[config.mk]
export PLATFORM = sky130hd
export DESIGN_NAME = cache_mem_arbiter
export DESIGN_NICKNAME = d
export VERILOG_FILES = /design/src/rtl/arb_pkg.sv /design/src/rtl/arb_fill_ctr.sv /design/src/rtl/cache_mem_arbiter.sv
export SDC_FILE = /design/constraint.sdc
export NUM_CORES = 1
export LEC_CHECK = 0
export BUFFER_PORTS_ARGS = -buffer_cell sky130_fd_sc_hd__buf_2
export CORE_ASPECT_RATIO = 0.9
export CORE_UTILIZATION = 43
export DETAILED_ROUTE_END_ITERATION = 12
export HOLD_SLACK_MARGIN = 0.15
export PLACE_DENSITY = 0.86
export SYNTH_ARGS = -nofsm -noshare
export SYNTH_HDL_FRONTEND = slang
export SYNTH_SLANG_ARGS = --single-unit
[constraint.sdc]
create_clock -name clk -period 5.5 [get_ports clk]
set_input_delay 1.1 -clock clk [delete_from_list [all_inputs] [get_ports clk]]
set_output_delay 1.1 -clock clk [all_outputs]
set_load 0.02 [all_outputs]
[src/rtl/arb_pkg.sv]
// Shared types and constants for the cache/main-memory arbiter.
package arb_pkg;

  typedef enum logic [1:0] {
    IDLE     = 2'd0,
    IC_FILL  = 2'd1,
    DC_FILL  = 2'd2,
    DC_WRITE = 2'd3
  } arb_state_t;

  localparam int BLK_WORDS = 8;
  localparam int IDX_W     = 3;
  localparam int MEM_LAT   = 4;
  localparam int OFFSET_W  = 4;

endpackage

[src/rtl/arb_fill_ctr.sv]
// Issue/receive word counters for one block fill. The issue side saturates at
// BLK_WORDS; the receive side flags the last word of the block.
module arb_fill_ctr #(
  parameter  int BLK_WORDS = 8,
  localparam int IDX_W     = $clog2(BLK_WORDS)
) (
  input  logic             clk,
  input  logic             rst,
  input  logic             clr,
  input  logic             iss_en,
  input  logic             rcv_en,
  output logic [IDX_W:0]   iss_cnt,
  output logic [IDX_W-1:0] rcv_cnt,
  output logic             iss_active,
  output logic             rcv_last
);

  assign iss_active = iss_cnt < (IDX_W+1)'(BLK_WORDS);
  assign rcv_last   = rcv_cnt == IDX_W'(BLK_WORDS - 1);

  always_ff @(posedge clk or posedge rst) begin
    if (rst) begin
      iss_cnt <= '0;
      rcv_cnt <= '0;
    end else if (clr) begin
      iss_cnt <= '0;
      rcv_cnt <= '0;
    end else begin
      if (iss_en && iss_active) iss_cnt <= iss_cnt + 1'b1;
      if (rcv_en)               rcv_cnt <= rcv_cnt + 1'b1;
    end
  end

endmodule

[src/rtl/cache_mem_arbiter.sv]
// Arbitrates main memory between I-cache fills and D-cache fills/write-throughs.
// Define ARB_ROUND_ROBIN_EN to alternate grants under contention (default: D-cache priority).
//
// state    | meaning
// IDLE     | no transfer; samples requests and grants one
// IC_FILL  | pipelined 8-word read for the I-cache
// DC_FILL  | pipelined 8-word read for the D-cache
// DC_WRITE | single-cycle D-cache write-through
module cache_mem_arbiter #(
  parameter  int ADDR_W    = 16,
  parameter  int DATA_W    = 16,
  parameter  int BLK_WORDS = 8,
  localparam int IDX_W     = $clog2(BLK_WORDS)
) (
  input  logic              clk,
  input  logic              rst,
  input  logic              ic_req,
  input  logic [ADDR_W-1:0] ic_addr,
  output logic              ic_fill_we,
  output logic [IDX_W-1:0]  ic_fill_idx,
  output logic              ic_done,
  input  logic              dc_req,
  input  logic              dc_wr,
  input  logic [ADDR_W-1:0] dc_addr,
  input  logic [DATA_W-1:0] dc_wdata,
  output logic              dc_fill_we,
  output logic [IDX_W-1:0]  dc_fill_idx,
  output logic              dc_done,
  output logic [DATA_W-1:0] fill_data,
  output logic              mem_en,
  output logic              mem_wr,
  output logic [ADDR_W-1:0] mem_addr,
  output logic [DATA_W-1:0] mem_wdata,
  input  logic [DATA_W-1:0] mem_rdata,
  input  logic              mem_valid,
  output logic              busy
);

  import arb_pkg::*;

  // Block offset covers the word index plus the byte bit.
  localparam int OFF_W = IDX_W + 1;
  localparam logic [ADDR_W-1:0] BLK_MASK = ~ADDR_W'((1 << OFF_W) - 1);

  arb_state_t state_q, state_d;

  logic              grant_ic, grant_dc, dc_pick;
  logic              fill_st, fill_done;
  logic [ADDR_W-1:0] addr_q, fill_addr, write_addr;
  logic [DATA_W-1:0] wdata_q;
  logic [IDX_W:0]    iss_cnt;
  logic [IDX_W-1:0]  rcv_cnt;
  logic              iss_active, rcv_last;

  assign fill_st   = (state_q == IC_FILL) || (state_q == DC_FILL);
  assign fill_done = fill_st && mem_valid && rcv_last;

`ifdef ARB_ROUND_ROBIN_EN
  logic last_grant;  // 0 = I-cache, 1 = D-cache

  always_ff @(posedge clk or posedge rst) begin
    if (rst)                        last_grant <= 1'b0;
    else if (grant_dc || grant_ic)  last_grant <= grant_dc;
  end

  assign dc_pick = dc_req && (!ic_req || !last_grant);
`else
  assign dc_pick = dc_req;
`endif

  arb_fill_ctr #(.BLK_WORDS(BLK_WORDS)) u_fill_ctr (
    .clk        (clk),
    .rst        (rst),
    .clr        (!fill_st || fill_done),
    .iss_en     (fill_st),
    .rcv_en     (fill_st && mem_valid),
    .iss_cnt    (iss_cnt),
    .rcv_cnt    (rcv_cnt),
    .iss_active (iss_active),
    .rcv_last   (rcv_last)
  );

  always_ff @(posedge clk or posedge rst) begin
    if (rst) state_q <= IDLE;
    else     state_q <= state_d;
  end

  always_comb begin
    state_d  = state_q;
    grant_ic = 1'b0;
    grant_dc = 1'b0;
    case (state_q)
      IDLE: begin
        if (dc_pick) begin
          grant_dc = 1'b1;
          state_d  = dc_wr ? DC_WRITE : DC_FILL;
        end else if (ic_req) begin
          grant_ic = 1'b1;
          state_d  = IC_FILL;
        end
      end
      IC_FILL, DC_FILL: if (fill_done) state_d = IDLE;
      DC_WRITE:         state_d = IDLE;
      default:          state_d = IDLE;
    endcase
  end

  // Request address/data are captured at grant; later input changes are ignored.
  always_ff @(posedge clk or posedge rst) begin
    if (rst) begin
      addr_q  <= '0;
      wdata_q <= '0;
    end else if (grant_dc) begin
      addr_q  <= dc_addr;
      wdata_q <= dc_wdata;
    end else if (grant_ic) begin
      addr_q  <= ic_addr;
    end
  end

  assign fill_addr  = (addr_q & BLK_MASK) | (ADDR_W'(iss_cnt[IDX_W-1:0]) << 1);
  assign write_addr = addr_q & ~ADDR_W'(1);

  always_comb begin
    ic_fill_we  = 1'b0;
    ic_fill_idx = '0;
    ic_done     = 1'b0;
    dc_fill_we  = 1'b0;
    dc_fill_idx = '0;
    dc_done     = 1'b0;
    mem_en      = 1'b0;
    mem_wr      = 1'b0;
    mem_addr    = '0;
    mem_wdata   = '0;
    case (state_q)
      IC_FILL: begin
        mem_en     = iss_active;
        if (iss_active) mem_addr = fill_addr;
        ic_fill_we = mem_valid;
        if (mem_valid) ic_fill_idx = rcv_cnt;
        ic_done    = fill_done;
      end
      DC_FILL: begin
        mem_en     = iss_active;
        if (iss_active) mem_addr = fill_addr;
        dc_fill_we = mem_valid;
        if (mem_valid) dc_fill_idx = rcv_cnt;
        dc_done    = fill_done;
      end
      DC_WRITE: begin
        mem_en    = 1'b1;
        mem_wr    = 1'b1;
        mem_addr  = write_addr;
        mem_wdata = wdata_q;
        dc_done   = 1'b1;
      end
      default: ;
    endcase
  end

  assign fill_data = mem_rdata;
  assign busy      = state_q != IDLE;

endmodule

# --- Word-level counts from Yosys, hierarchy flattened ---
# Index checks and enable logic that the tools add are counted.
op_classes:
  n_addsub: 2
  magnitude_cmp: 1
  eq_ne: 6
  mux: 28
  bitwise: 1
  reduce_logical: 13
ops:
  columns: ["operator", "n"]
  rows:
  - ["$mux 16", 4]
  - ["$pmux 16 s2", 1]
  - ["$or 16x4->16", 1]
  - ["$mux 3", 5]
  - ["$mux 1", 10]
  - ["$mux 4", 2]
  - ["$reduce_bool 2->1", 4]
  - ["$mux 2", 3]
  - ["$pmux 2 s3", 1]
  - ["$add 4x1->4 const B", 1]
  - ["$eq 2x2->1 const B", 2]
  - ["$lt 4x4->1 const B", 1]
  - ["$pmux 1 s2", 2]
  - ["$add 3x1->3 const B", 1]
  - ["$eq 3x3->1 const B", 1]
  - ["$logic_and 1x1->1", 3]
  - ["$ne 3x3->1 const B", 1]
  - ["$eq 2x1->1 const B", 1]
  - ["$logic_not 2->1", 1]
  - ["$logic_or 1x1->1", 2]
  - ["$ne 2x1->1 const B", 1]
  - ["$reduce_and 2->1", 1]
  - ["$reduce_or 2->1", 1]
  - ["$logic_not 1->1", 1]
word_totals:
  regBits: 41
  wordCells: 56

# --- Depth between registers and ports, before layout ---
# Gate-level depths: netlist (run 1).
logic_depth:
  depth_word: 6
  mapped_depth: 6
  depth_no_buf: 5

# --- Cells and area by module ---
# Synthesis (run 1) repeated with hierarchy kept, for this count alone.
hier_totals:
  hier_cells: 233
  area_unflattened_um2: 2344.7
by_module_without_submodules:
  columns: ["mod", "n_inst", "cells_each", "area_per_inst_um2"]
  rows:
  - ["cache_mem_arbiter", 1, 205, 2013.2]
  - ["arb_fill_ctr", 1, 28, 331.6]

# --- Least setup slack after synthesis (run 1) ---
# OpenSTA, ideal clock, no wires.
synth_timing:
  path_type: "input-to-output"
  startpoint: "input port mem_valid"
  endpoint: "output port ic_done"
  t_arrival_ns: 1.777
  t_required_ns: 4.400
  setup_slack_ns: 2.623
  cell_stages: 3
  n_path_buf: 2
  cell_sequence: "clkbuf_2 clkbuf_1 and4_1"
synth_via:
  elab_chain_cells: 3
synth_lines:
  columns: ["item", "line_no", "rtl"]
  rows:
  - ["from (decl)", "cache_mem_arbiter.sv:35", "input logic mem_valid,"]
  - ["$logic_and 1x1->1 (2 in a row)", "cache_mem_arbiter.sv:56", "assign fill_done = fill_st && mem_valid && rcv_last;"]
  - ["$mux 1", "cache_mem_arbiter.sv:135", "case (state_q)"]
  - ["to (decl)", "cache_mem_arbiter.sv:21", "output logic ic_done,"]
# No other way between the ends.

# --- Worst setup path after layout (run 1) ---
layout_timing:
  startpoint: "register state_q[0]"
  endpoint: "output port mem_addr[6]"
layout_via:
  elab_chain_cells: 3
  elab_cells_between_ends: 5
  cone_classes: "eq/ne (3); mux (1); reduce/logical (1)"
layout_lines:
  columns: ["item", "line_no", "rtl"]
  rows:
  - ["from (decl)", "cache_mem_arbiter.sv:45", "arb_state_t state_q, state_d;"]
  - ["from (signal assigned)", "cache_mem_arbiter.sv:85", "else state_q <= state_d;"]
  - ["$eq 2x1->1 / $eq 2x2->1 (equally long branches)", "cache_mem_arbiter.sv:135", null]
  - ["$reduce_or 2->1 (no source line)", null, null]
  - ["$pmux 16 s2 *", "cache_mem_arbiter.sv:135", null]
  - ["to (decl)", "cache_mem_arbiter.sv:32", "output logic [ADDR_W-1:0] mem_addr,"]
# Every way passes the cells marked *; elsewhere a longest branch is shown, timed or not.

==> results of run 1 <==
==> area by class of cell <==
class	instances	area, µm²	share of cell area [%]
Multi-Input combinational cell	160	1150	40.5
Sequential cell	40	1000	35.1
Timing Repair Buffer	96	483	16.9
Tap cell	67	83.8	2.94
Clock buffer	6	72.6	2.54
Clock inverter	2	35.0	1.23
Inverter	6	22.5	0.789
==> kinds of logic (layout without fill, tap and decap cells) <==
logic type / after synthesis / in the layout / share of synthesized area (%)
AND/OR/NAND/NOR: 87 / 87 / 21.7
AO/OA/AOI/OAI: 44 / 44 / 11.7
XOR/XNOR: 2 / 2 / 0.735
adder cells (fa/ha/maj): 8 / 8 / 4.20
multiplexers: 18 / 18 / 9.97
buffers and inverters: 36 / 110 / 9.55
flip-flops: 40 / 40 / 42.0
other: 1 / 1 / 0.157
==> sequential cells by signal, indices dropped and copies added, names as in the netlist <==
signal	flops
wdata_q	16
state_q	2
addr_q	15
u_fill_ctr.iss_cnt	4
u_fill_ctr.rcv_cnt	3
==> routing by layer <==
layer / vias up / wire length, µm
met2: 69 / 2420
met4: 0 / 29
met3: 6 / 243
met1: 871 / 2240
li1: 919 / -
met5: - / 0
==> through the flow <==
stage | instances | utilization [%] | worst slack (ns) | total power, mW | cell area (µm²)
global route | 377 | 54.0 | 2.16 | 1.53 | 2850
global placement | 369 | 51.9 | 2.61 | 1.17 | 2750
floorplan | 236 | - | 2.62 | 1.05 | 2380
CTS | 377 | 54.0 | 2.30 | 1.44 | 2850
finish | 377 | 54.0 | 2.34 | 1.42 | 2850
detailed placement | 369 | 51.9 | 2.60 | 1.20 | 2750
==> cell usage after synthesis, types with 6 or more instances <==
| cell | count | area (µm²) |
|---|---|---|
| and3_1 | 6 | 37.5 |
| nand2_1 | 19 | 71.3 |
| a31oi_1 | 16 | 100 |
| o21ai_1 | 11 | 55.1 |
| and2_4 | 9 | 78.8 |
| mux2_2 | 6 | 67.6 |
| nor2_1 | 8 | 30.0 |
| mux2_4 | 10 | 150 |
| ha_1 | 8 | 100 |
| buf_4 | 19 | 143 |
| and2_1 | 37 | 231 |
| dfrtp_1 | 40 | 1000 |
==> worst min path at each step <==
stage	slack [ns]	to	start
6_report	0.49	addr_q[7]$_DFFE_PP0P_	addr_q[7]$_DFFE_PP0P_
5_1_grt	0.52	addr_q[14]$_DFFE_PP0P_	addr_q[14]$_DFFE_PP0P_
4_1_cts	0.49	addr_q[14]$_DFFE_PP0P_	addr_q[14]$_DFFE_PP0P_
3_5_place_dp	0.48	addr_q[14]$_DFFE_PP0P_	addr_q[14]$_DFFE_PP0P_
3_3_place_gp	0.46	addr_q[14]$_DFFE_PP0P_	addr_q[14]$_DFFE_PP0P_
2_1_floorplan	0.45	addr_q[12]$_DFFE_PP0P_	addr_q[12]$_DFFE_PP0P_
==> report_power, final <==
| group | switching, mW | total [mW] | internal [mW] |
|---|---|---|---|
| Combinational | 0.374 | 0.680 | 0.306 |
| Clock | 0.101 | 0.235 | 0.135 |
| Sequential | 0.0748 | 0.502 | 0.427 |
==> worst max-delay path, cell delays in order (launching register included) <==
cell,delay (ns)
dfrtp_1,0.38
ha_1,0.62
o21ba_2,0.43
and2_4,0.19
buf_2,0.15
==> flow_metrics.tcl, run 1 <==
set metrics [dict create \
    status "complete, no violations" \
    overflow 0 \
    rsz0062_at_grt "no" \
    final-hold-violation-count 0 \
    dieArea_um2 5850 \
    hpwl_um 3640 \
    syn_nets 314 \
    vias 1865 \
    arrival_ns 2.06 \
    r2r_setup_slack_ns 3.93 \
    drive_gt1_share_pct 42.9 \
    crit_start "state_q[0]$_DFFE_PP0P_" \
    grt_max_degree 41 \
    wire_per_inst_um 13.1 \
    setup_viol 0 \
    synth_area_per_cell_um2 10.1 \
    numCtsBuffers 5 \
    layout_commonest_cell "buf_2" \
    relSlewSlack_pct 53.2 \
    io_pins 131 \
    n_fill_cell 509 \
    grt_util_met1_pct 23.4 \
    r2r_cells 5 \
    crit-reg2reg-launch "state_q[0]$_DFFE_PP0P_" \
    worst_slew_pin_slew_ns 0.702 \
    postCtsHoldBufs 0 \
    met3_usage_pct 4.13 \
    start_util_pct 45.1 \
    ys_seq_area_share_pct 42.0 \
    clockRootBuffer "clkbuf_8" \
    num_rows 25 \
    fin_crit_ns 3.16 \
    gr-usage-met2_pct 30.8 \
    setup_tns_ns 0 \
    slew_violations 0 \
    track_usage_pct 17.9 \
    start_kind "register" \
    die_w_um 80.5 \
    drt_first_pass_iters 4 \
    min_path_type "reg -> reg" \
    ys_ff_latch 40 \
    worstSetupEndpoint "mem_addr[6]" \
    final_nets 387 \
    die_h_um 72.6 \
    clockBufferDepth 2 \
    clk_latency_ns 0.29 \
    ys.warnings.count 0 \
    r2r_end "state_q[0]$_DFFE_PP0P_" \
    yosysUniqueCellTypes 38 \
    drtIter0Drc 78 \
    via_per_inst 4.95 \
    grt_pass1_wl_um 8140 \
    p_per_area_nw_per_um2 497 \
    finalCritPeriodShare_pct 57.5 \
    gp_congestion 0.745 \
    grt-busiest-layer "met2" \
    min_path_cells 2 \
    synth_ff_type "dfrtp_1" \
    drtAntennaViolNets 0 \
    routed_wl_um 4940 \
    synthArstFlopShare_pct 100 \
    antenna_found_initial 0 \
    layout_common_cells "95 x buf_2, 40 x dfrtp_1, 37 x and2_1" \
    antennaDiodeCount 0 \
    required_ns 4.40 \
    htreeDepth 2 \
    maxCapViolations 0 \
    cts_resized 0 \
    cts_setup_buffers 0 \
    clock_skew_ns 0.00898 \
    clkTransAtPathRegs_ns 0.07 \
    cts_tree "yes" \
    drc 0 \
    worstSetupPathType "reg -> out" \
    ir_drop_mv 0.212 \
    cp-end-kind "output pin" \
    cp_max_fo 22 \
    io_buffers 95 \
    synthCells 236 \
    synth_area_um2 2380 \
    grt_pass1_vias 1806 \
    fmax_mhz 316 \
    holdWs_ns 0.487 \
    core_um2 5290 \
    p_leak_nw 1.54 \
    synth_edf_count 0 \
    area_growth_pct 19.7 \
    cts.sinks 40 \
]
No activity file was read; power rests on OpenSTA's default activity.
==> run 2: changes to the inputs <==
ABC_AREA = 1   (was not set)
CORE_UTILIZATION = 41   (was 43)
PLACE_DENSITY = 0.85   (was 0.86)
clock period = 2.7 ns   (was 5.5 ns; I/O delays follow)
==> flow_metrics.tcl, run 2 <==
set metrics [dict create \
    status "complete, but fails checks" \
    violations "design-rule violations" \
    routed_wl_um 5430 \
    synth_area_leaders "dfrtp_1 41%, nand2_1 20%, inv_1 9.4%" \
    via_per_inst 4.52 \
    rsz0062_at_grt "no" \
    synthCells 370 \
    cp_max_fo 13 \
    grt_pass1_wl_um 9070 \
    cts_resized 0 \
    synth_fa_ha_area_share_pct 4.05 \
    setup_tns_ns 0 \
    critical-path-slowest-cell "dfrtp_1" \
    finalCritPeriodShare_pct 94.7 \
    yosysUniqueCellTypes 22 \
    synth_top_family_by_area "simple AND/OR/NAND/NOR gates" \
    hpwl_um 4000 \
    crit_start "state_q[0]$_DFFE_PP0P_" \
    final_nets 525 \
    vias 2337 \
    relSlewSlack_pct 21.7 \
    io_buffers 95 \
    p_leak_nw 1.98 \
    ys_top_cells_by_count "133 x nand2_1, 62 x inv_1, 53 x nor2_1" \
    antenna_found_initial 0 \
    clk_latency_ns 0.28 \
    overflow 0 \
    synth_ff_type "dfrtp_1" \
    required_ns 2.16 \
    synth_mux_area_share_pct 0 \
    synth_area_per_cell_um2 6.68 \
    ys_seq_area_share_pct 40.5 \
    total_power_mw 2.75 \
    synth_edf_count 0 \
    wire_per_inst_um 10.5 \
    grt_max_degree 33 \
    numCtsBuffers 5 \
    synthArstFlopShare_pct 100 \
    largest-register "wdata_q" \
    clock_skew_ns 0.00514 \
    start_util_pct 42.9 \
    htreeDepth 2 \
    io_pins 131 \
    clockRootBuffer "clkbuf_8" \
    drtAntennaViolNets 0 \
    synth_top_area_share_pct 40.5 \
    core_um2 5760 \
    arrival_ns 2.02 \
    syn_nets 448 \
    p_per_area_nw_per_um2 932 \
    dieArea_um2 6340 \
    start_kind "register" \
    drive_gt1_share_pct 25.3 \
    cts_tree "yes" \
    gp_congestion 0.770 \
    die_h_um 75.6 \
    synthXorXnorAreaFrac_pct 0 \
    drtIter0Drc 192 \
    fmax_mhz 391 \
    path_cells "inv_1, ha_1, inv_2, nor2_2, o21ai_2, buf_4, nor2_1, buf_2" \
    min_path_type "in -> async" \
    layout_common_cells "133 x nand2_1, 95 x buf_2, 61 x inv_1" \
    synth_top_cell_by_area "dfrtp_1" \
    largest_reg_flops 16 \
    die_w_um 83.8 \
    synth_area_um2 2470 \
    stdcell_area_um2 2950 \
    cp-end-kind "output pin" \
    setup_viol 0 \
    yosys.area_share.simple_pct 34.1 \
    fin_crit_ns 2.56 \
    holdWs_ns 0.407 \
    final-hold-violation-count 0 \
    layout_commonest_cell "nand2_1" \
    slew_violations 0 \
    cts_setup_buffers 0 \
    maxCapViolations 0 \
    ys_ff_latch 40 \
    synth_compound_gate_area_share_pct 2.68 \
    reg.largest.list "wdata_q (16), addr_q (15), u_fill_ctr.iss_cnt (4)" \
    postCtsHoldBufs 0 \
    track_usage_pct 17.9 \
    num_rows 26 \
    worst_slew_pin_slew_ns 1.17 \
    worstSetupPathType "reg -> out" \
    ir_drop_mv 0.391 \
    clockBufferDepth 2 \
    drt_first_pass_iters 9 \
    area_growth_pct 19.5 \
    ys.warnings.count 0 \
    grt_pass1_vias 2041 \
    cts.sinks 40 \
    antennaDiodeCount 0 \
    synth.most_common_cell "nand2_1" \
    crit-reg2reg-launch "state_q[0]$_DFFE_PP0P_" \
    drc 20 \
    max_stage_delay_ns 0.42 \
    placed_area_um2 2870 \
    clkTransAtPathRegs_ns 0.07 \
]
[run 2: layout make-up]
type | instances | area, µm²
Fill cell | 554 | 2810
Timing Repair Buffer | 101 | 520
Clock inverter | 2 | 12.5
Inverter | 64 | 243
Sequential cell | 40 | 1000
Multi-Input combinational cell | 235 | 1020
Tap cell | 70 | 87.6
Clock buffer | 5 | 68.8
[run 2: metal layers]
layer / global-route usage, % / part of all wire, %
met4: 3.83 / 0.20
met1: 23.2 / 48
met5: 0 / 0
met3: 4.88 / 7.0
met2: 30.6 / 45
[run 2: kinds of logic (layout without fill, tap and decap cells)]
| family | Yosys count | in the layout |
|---|---|---|
| flops | 40 | 40 |
| other cells | 1 | 1 |
| compound gates | 12 | 12 |
| buf+inv | 95 | 172 |
| fa+ha+maj | 8 | 8 |
| simple gates | 214 | 214 |
[run 2: stage by stage]
stage                     setup slack (ns)  cells  utilization [%]
after global placement               0.573    510             49.8
after detailed placement             0.495    510             49.8
after CTS                            0.167    517             51.2
after global routing                0.0406    517             51.2
final                                0.143    517             51.2
after floorplan                      0.661    370                -
[run 2: worst paths after layout]
path	end	slack (ns)	cells after the start
hold / removal	wdata_q[0]$_DFFE_PP0P_	0.41	2
setup reg to reg	addr_q[12]$_DFFE_PP0P_	0.98	8
setup / recovery	mem_addr[14]	0.14	8
min in group clk	wdata_q[2]$_DFFE_PP0P_	0.47	2
hold reg to reg	wdata_q[2]$_DFFE_PP0P_	0.47	2
max in group asynchronous	addr_q[6]$_DFFE_PP0P_	1.64	3
[run 2: power breakdown]
group	leakage, nW	internal, mW	switching [mW]	total [mW]
Combinational	1.43	0.456	0.909	1.36
Clock	0.0400	0.175	0.195	0.369
Sequential	0.504	0.862	0.152	1.01
Total	1.98	1.49	1.26	2.75
[run 2: critical path, delay by kind of cell, from the launching register on]
family / cells / cell delay [ns]
buffers and inverters: 4 / 0.55
flip-flops: 1 / 0.42
adder cells (fa/ha/maj): 1 / 0.40
AND/OR/NAND/NOR: 2 / 0.30
AO/OA/AOI/OAI: 1 / 0.07
